==> src/rtl/mmu_page_mapper.sv <==
// Purpose : programmable page mapper; ADDR page -> chip select, bank, write protect.
// Latency : decode is combinational; register writes take effect on the next cycle.
// Backpr. : none; every register write and every CPU bus cycle is accepted.
//
// Ports:
//   CLK, RESET        clock and synchronous active-high reset
//   ADDR, ADDR_VALID  CPU page index and bus-cycle qualifier
//   CPU_RW_N          1 = CPU read, 0 = CPU write
//   REG_*             register window: MAP[0..NP-1], CTRL at index NP
//   CE_N              active-low selects {ACIA, VIA, RAM, EEPROM}
//   BANK              physical bank of the effective entry for ADDR
//   WP_FAULT          sticky write-protect fault (CTRL bit1)
module mmu_page_mapper #(
    parameter int PAGE_BITS = 3,
    parameter int BANK_BITS = 4
) (
    input  logic                 CLK,
    input  logic                 RESET,
    input  logic [PAGE_BITS-1:0] ADDR,
    input  logic                 ADDR_VALID,
    input  logic                 CPU_RW_N,
    input  logic                 REG_SEL,
    input  logic                 REG_WE,
    input  logic [PAGE_BITS:0]   REG_ADDR,
    input  logic [7:0]           REG_WDATA,
    output logic [7:0]           REG_RDATA,
    output logic [3:0]           CE_N,
    output logic [BANK_BITS-1:0] BANK,
    output logic                 WP_FAULT
);

    localparam int NP = 1 << PAGE_BITS;
    localparam logic [PAGE_BITS:0] CTRL_IDX = (PAGE_BITS+1)'(NP);

    localparam logic [1:0] DEV_EEPROM = 2'd0;
    localparam logic [1:0] DEV_RAM    = 2'd1;
    localparam logic [1:0] DEV_VIA    = 2'd2;

    typedef struct packed {
        logic                 wp;
        logic [1:0]           dev;
        logic [BANK_BITS-1:0] bank;
    } entry_t;

    entry_t map_q [NP];
    logic   en_q;
    logic   fault_q;
    logic   lock_q;

    entry_t eff;
    entry_t rd_entry;
    logic   wp_block;
    logic   map_wr;
    logic   ctrl_wr;

    // Power-on map: top page boots from EEPROM (write protected), the page
    // below it holds the VIA, everything else is identity-mapped RAM.
    // The same table is the live decode whenever EN=0.
    function automatic entry_t reset_entry(input int idx);
        entry_t e;
        if (idx == NP - 1) begin
            e.wp   = 1'b1;
            e.dev  = DEV_EEPROM;
            e.bank = '0;
        end else if (idx == NP - 2) begin
            e.wp   = 1'b0;
            e.dev  = DEV_VIA;
            e.bank = '0;
        end else begin
            e.wp   = 1'b0;
            e.dev  = DEV_RAM;
            e.bank = BANK_BITS'(idx);
        end
        return e;
    endfunction

    assign eff      = en_q ? map_q[ADDR] : reset_entry(int'(ADDR));
    assign wp_block = ADDR_VALID && !CPU_RW_N && eff.wp;

    // A blocked write drops every select so the protected device never sees it.
    always_comb begin
        CE_N = 4'b1111;
        if (ADDR_VALID && !wp_block) begin
            CE_N[eff.dev] = 1'b0;
        end
    end

    assign BANK     = eff.bank;
    assign WP_FAULT = fault_q;

    assign map_wr  = REG_SEL && REG_WE && !REG_ADDR[PAGE_BITS] && !lock_q;
    assign ctrl_wr = REG_SEL && REG_WE && (REG_ADDR == CTRL_IDX);

    assign rd_entry = map_q[REG_ADDR[PAGE_BITS-1:0]];

    always_comb begin
        REG_RDATA = 8'h00;
        if (!REG_ADDR[PAGE_BITS]) begin
            REG_RDATA = {rd_entry.wp, rd_entry.dev, 5'(rd_entry.bank)};
        end else if (REG_ADDR == CTRL_IDX) begin
            REG_RDATA = {5'b0, lock_q, fault_q, en_q};
        end
    end

    always_ff @(posedge CLK) begin
        if (RESET) begin
            for (int i = 0; i < NP; i++) begin
                map_q[i] <= reset_entry(i);
            end
            en_q    <= 1'b0;
            fault_q <= 1'b0;
            lock_q  <= 1'b0;
        end else begin
            if (map_wr) begin
                map_q[REG_ADDR[PAGE_BITS-1:0]] <= {REG_WDATA[7], REG_WDATA[6:5],
                                                   REG_WDATA[BANK_BITS-1:0]};
            end
            if (ctrl_wr) begin
                en_q <= REG_WDATA[0];
                if (REG_WDATA[2]) begin
                    lock_q <= 1'b1;
                end
            end
            // A new fault on the same edge as a clear must not be lost.
            if (wp_block) begin
                fault_q <= 1'b1;
            end else if (ctrl_wr && REG_WDATA[1]) begin
                fault_q <= 1'b0;
            end
        end
    end

    // Bank-field bits above BANK_BITS are not stored.
    logic unused_wdata;
    assign unused_wdata = &{1'b0, REG_WDATA[4:0]};

endmodule

==> config.mk <==
export PLATFORM = sky130hd
export DESIGN_NAME = mmu_page_mapper
export DESIGN_NICKNAME = d
export VERILOG_FILES = /design/src/rtl/mmu_page_mapper.sv
export SDC_FILE = /design/constraint.sdc
export NUM_CORES = 1
export LEC_CHECK = 0
export ABC_AREA = 1
export CORE_UTILIZATION = 35
export CTS_CLUSTER_DIAMETER = 30
export CTS_CLUSTER_SIZE = 30
export DETAILED_ROUTE_END_ITERATION = 7
export PLACE_DENSITY_LB_ADDON = 0.3
export SLEW_MARGIN = 5
export SYNTH_ARGS = -nofsm -noshare
export SYNTH_HDL_FRONTEND = slang
export SYNTH_SLANG_ARGS = --single-unit
==> constraint.sdc <==
create_clock -name CLK -period 3.72 [get_ports CLK]
set_input_delay 0.558 -clock CLK [delete_from_list [all_inputs] [get_ports CLK]]
set_output_delay 0.558 -clock CLK [all_outputs]
set_load 0.03 [all_outputs]
# Yosys cells after proc, flatten, opt, wreduce, memory -nomap -nowiden
# Memory sizes are Yosys's and may differ from the RTL's.
# Cells that the tools add are included.
word_totals:
  regBits: 3
  ram_bits: 56
  elab_cells: 52
  memories: 1
mem_list:
  columns: ["name", "depth", "word_bits", "rd", "rd_ports_with_merged_regs", "write_ports", "line_no", "source"]
  rows:
  - ["map_q", 8, 7, 2, 0, 8, "45", "entry_t map_q [NP];"]
classes:
  n_mux: 26
  bitwise: 1
  eq_ne: 3
  n_reduce_logical: 16
  order_cmp: 2
ops:
  columns: ["cell", "count"]
  rows:
  - ["7-bit two-way mux", 11]
  - ["1-bit logical AND", 9]
  - ["1-bit two-way mux", 9]
  - ["8-bit two-way mux", 1]
  - ["7-bit OR reduction", 1]
  - ["3-bit two-way mux", 2]
  - ["6-bit two-way mux", 1]
  - ["4-bit == test (second input constant)", 1]
  - ["1-bit zero test", 4]
  - ["4-bit two-way mux", 1]
  - ["4-bit NOT", 1]
  - ["3-bit by 1-bit == test with 1-bit output (second input constant)", 1]
  - ["3-bit by 2-bit == test with 1-bit output (second input constant)", 1]
  - ["2-bit by 3-bit less-than comparator with 1-bit output (second input constant)", 1]
  - ["1-bit demux with 2-bit select", 1]
  - ["2-bit by 1-bit >= comparator with 1-bit output (second input constant)", 1]
  - ["2-bit AND reduction", 1]
  - ["2-bit nonzero test", 1]

# Longest topological paths before layout
depth:
  ltp_word: 10
  depth_mapped: 12
  depth_no_buf: 11

# Worst setup path after synthesis
# Ideal clock, no wire load.
synth_path:
  path_kind: "input port to output port"
  start: "in ADDR[1]"
  end: "out BANK[3]"
  path_buffers: 2
  cell_stages: 6
  required_time_ns: 3.162
  path_slack_ns: 1.274
  t_arrival_ns: 1.888
  path_cell_list: "buf_2 buf_6 nand2_1 o221ai_1 a21oi_1 nor3_1"
synth_between:
  elab_chain_cells: 3
  elab_cells_between_ends: 4
  cone_classes: "eq/ne: 1; mux: 2; memory: 1"
synth_rtl:
  columns: ["element", "line_no", "source"]
  rows:
  - ["start: declaration", "19", "input logic [PAGE_BITS-1:0] ADDR,"]
  - ["parallel branches: the longest is 2 deep, another holds memory 8 x 7 bit", null, null]
  - ["7-bit two-way mux (*)", "77", "assign eff = en_q ? map_q[ADDR] : reset_entry(int'(ADDR));"]
  - ["end: declaration", "28", "output logic [BANK_BITS-1:0] BANK,"]
# Every way passes the cells marked *.

# Worst setup path in the final report
layout_path:
  start: "in REG_ADDR[2]"
  end: "out REG_RDATA[6]"
layout_between:
  elab_chain_cells: 2
layout_rtl:
  columns: ["element", "line_no", "source"]
  rows:
  - ["start: declaration", "24", "input logic [PAGE_BITS:0] REG_ADDR,"]
  - ["memory 8 x 7 bit", null, null]
  - ["8-bit two-way mux", "98", "if (!REG_ADDR[PAGE_BITS]) begin"]
  - ["end: declaration", "26", "output logic [7:0] REG_RDATA,"]
# Every way passes these cells.

==> results_dict.tcl <==
set metrics [dict create \
    synthesis.area_um2 3320 \
    period_minus_slack_ns 3.37 \
    num-nets-final 473 \
    grtUsageMet2 0.325 \
    startpoint_type "input port" \
    synthFlopType "edfxtp_1" \
    finalHoldViolations 0 \
    critPathArrivalTime_ns 2.81 \
    synth_top_area_share 0.507 \
    setup_viol 0 \
    yosysTopAreaCell "edfxtp_1" \
    place_ws_ns 0.372 \
    rsz0062_at_grt "no" \
    grt_pass1_wl_um 15900 \
    post-cts-setup-buffers 0 \
    min-delay-path-class "reg -> reg" \
    antenna_found_initial 0 \
    whs_endpoint "lock_q" \
    use_met3 0.0647 \
    power_mw 1.55 \
    n_fill_cell 963 \
    finalMaxSlewViolations 0 \
    required_ns 3.16 \
    insertion_delay_ns 0.34 \
    dieHeight_um 99.4 \
    setup_tns_ns 0 \
    clockRootBuffer "clkbuf_8" \
    final_util 0.425 \
    h-tree-depth 3 \
    vias 2960 \
    synth_edf_count 56 \
    rr_worst_depth 5 \
    peakVddDrop_v 0.000204 \
    grt_use_met1 0.304 \
    seq_area_frac_synth 0.525 \
    drc_errors 0 \
    area_growth_pct 17.7 \
    cts_tree "done" \
    critPathMaxFanout 8 \
    ant_nets 0 \
    synthArstFlopShare 0 \
    leakagePower_nw 1.67 \
    skew_ns 0.00417 \
    hold_buffers 0 \
    yosysWarnings 0 \
    grt_max_degree 28 \
    grt_pass1_vias 2886 \
    critPathKind "in -> out" \
    cts.sinks 59 \
    cts_resized 0 \
    post_drt_wl_per_cell_um 17.7 \
    die_area_um2 9880 \
    overflow 0 \
    cap_violations 0 \
    hpwl_um 7470 \
    power_density_nw_per_um2 398 \
    r2r_slack_ns 1.97 \
    syn_inst 413 \
    die_w_um 99.4 \
    routed_wl_um 10100 \
    core.rowCount 35 \
    hp-start "lock_q" \
    min_path_cells 2 \
    path_clk_slew_ns 0.06 \
    synth_nets 434 \
    grtUsageTotal 0.221 \
    reg2reg_to "map_q[3][4]" \
    drive_gt1_frac 0.0680 \
    layout_setup_ws_ns 0.349 \
    finalCritPeriodShare 0.906 \
    first_pass_iters 5 \
    outcome "completed" \
    num_io_pins 38 \
    cts_buffer_depth 2 \
    synth.area.top_cells "edfxtp_1 (51%), nand2_1 (10%), inv_1 (7.9%)" \
    drt_iter0_markers 318 \
    start_util 0.361 \
    place.gp.congestion 0.937 \
    diodes 0 \
    drt-vias-per-instance 5.22 \
    end_kind "output pin" \
    core_um2 9200 \
    yosys.cell_types.count 27 \
    r2r-start "lock_q" \
    fmax_mhz 297 \
    synth_area_per_cell_um2 8.04 \
    cts_buffers 9 \
    synth_seq_cells 59 \
    grt-busiest-layer "met2" \
    critPathLaunch "REG_ADDR[2]" \
    numPortBuffers 35 \
]
-- flip-flops by register name, summed over array words and instances, names as in the netlist --
signal,flops
en_q,1
WP_FAULT,1
map_q,56
lock_q,1
-- layout make-up --
cell class,instances,area (um2),area share
Clock buffer,11,131,0.0336
Clock inverter,4,42.5,0.0109
Inverter,78,293,0.0749
Multi-Input combinational cell,267,1210,0.311
Sequential cell,59,1740,0.446
Tap cell,111,139,0.0355
Timing Repair Buffer,37,345,0.0884
-- metrics by stage --
step           cells  hold WS, ns  area (um2)
5_1_grt          567        0.542        3910
4_1_cts          567        0.509        3910
2_1_floorplan    413        0.463        3320
3_5_place_dp     552        0.500        3730
3_3_place_gp     552        0.488        3730
6_report         567        0.505        3910
-- Yosys cell counts, types with 2 or more instances --
cell type  instances
buf_2              2
edfxtp_1          56
a31oi_1            2
nand3_1           35
dfxtp_1            3
inv_1             70
nor2_1            70
o221ai_1           4
inv_2              5
a21oi_1           18
nor3_1             3
o21ai_0           10
buf_4              3
nand2_1           89
o211ai_1           2
a22oi_1            5
nand2_2            2
nor2_2             2
o22ai_1           20
buf_6              3
clkinv_1           3
-- how the worst max path moves through the flow --
stage | endpoint | cells past startpoint
2_1_floorplan | BANK[3] | 6
3_3_place_gp | REG_RDATA[3] | 7
3_5_place_dp | REG_RDATA[6] | 7
4_1_cts | REG_RDATA[5] | 7
5_1_grt | REG_RDATA[1] | 11
6_report | REG_RDATA[6] | 7
-- per-layer routing --
layer,share of wire,wire length (um),vias up
met5,0,0,-
met4,0.031,314,0
met3,0.091,910,24
met2,0.42,4260,151
met1,0.45,4570,1348
li1,-,-,1437
-- cell usage in the layout (no fill, tap or decap), drive strengths merged --
| cell type | instances |
|---|---|
| nand4 | 1 |
| clkbuf | 11 |
| edfxtp | 56 |
| o221ai | 4 |
| clkinv | 6 |
| a31oi | 2 |
| nor2 | 72 |
| inv | 75 |
| a22oi | 5 |
| buf | 10 |
| bufinv | 1 |
| nand2 | 91 |
| o211ai | 2 |
| clkdlybuf4s50 | 27 |
| conb | 1 |
| o2bb2ai | 1 |
| o22ai | 20 |
| o21ai | 10 |
| nor3 | 3 |
| a21oi | 18 |
| nand3 | 36 |
| o2111ai | 1 |
| dfxtp | 3 |
-- report_power, final --
group | switching [mW] | total, mW | internal [mW] | leakage [nW]
Sequential | 0.0160 | 0.777 | 0.760 | 0.565
Combinational | 0.160 | 0.235 | 0.0753 | 1.02
Clock | 0.242 | 0.543 | 0.300 | 0.0882
-- logic make-up after synthesis --
| kind of cell | Yosys count | synth area share |
|---|---|---|
| buf+inv | 87 | 0.109 |
| compound gates | 63 | 0.115 |
| other cells | 1 | 0.00113 |
| simple gates | 203 | 0.250 |
| flops | 59 | 0.525 |
-- critical path, cell delays in order --
cell,delay [ns]
clkdlybuf4s50_1,0.48
inv_1,0.16
nand3_1,0.29
o22ai_1,0.33
nor2_1,0.11
a21oi_1,0.17
clkdlybuf4s50_1,0.71
Power figures use the tool's default switching activity.
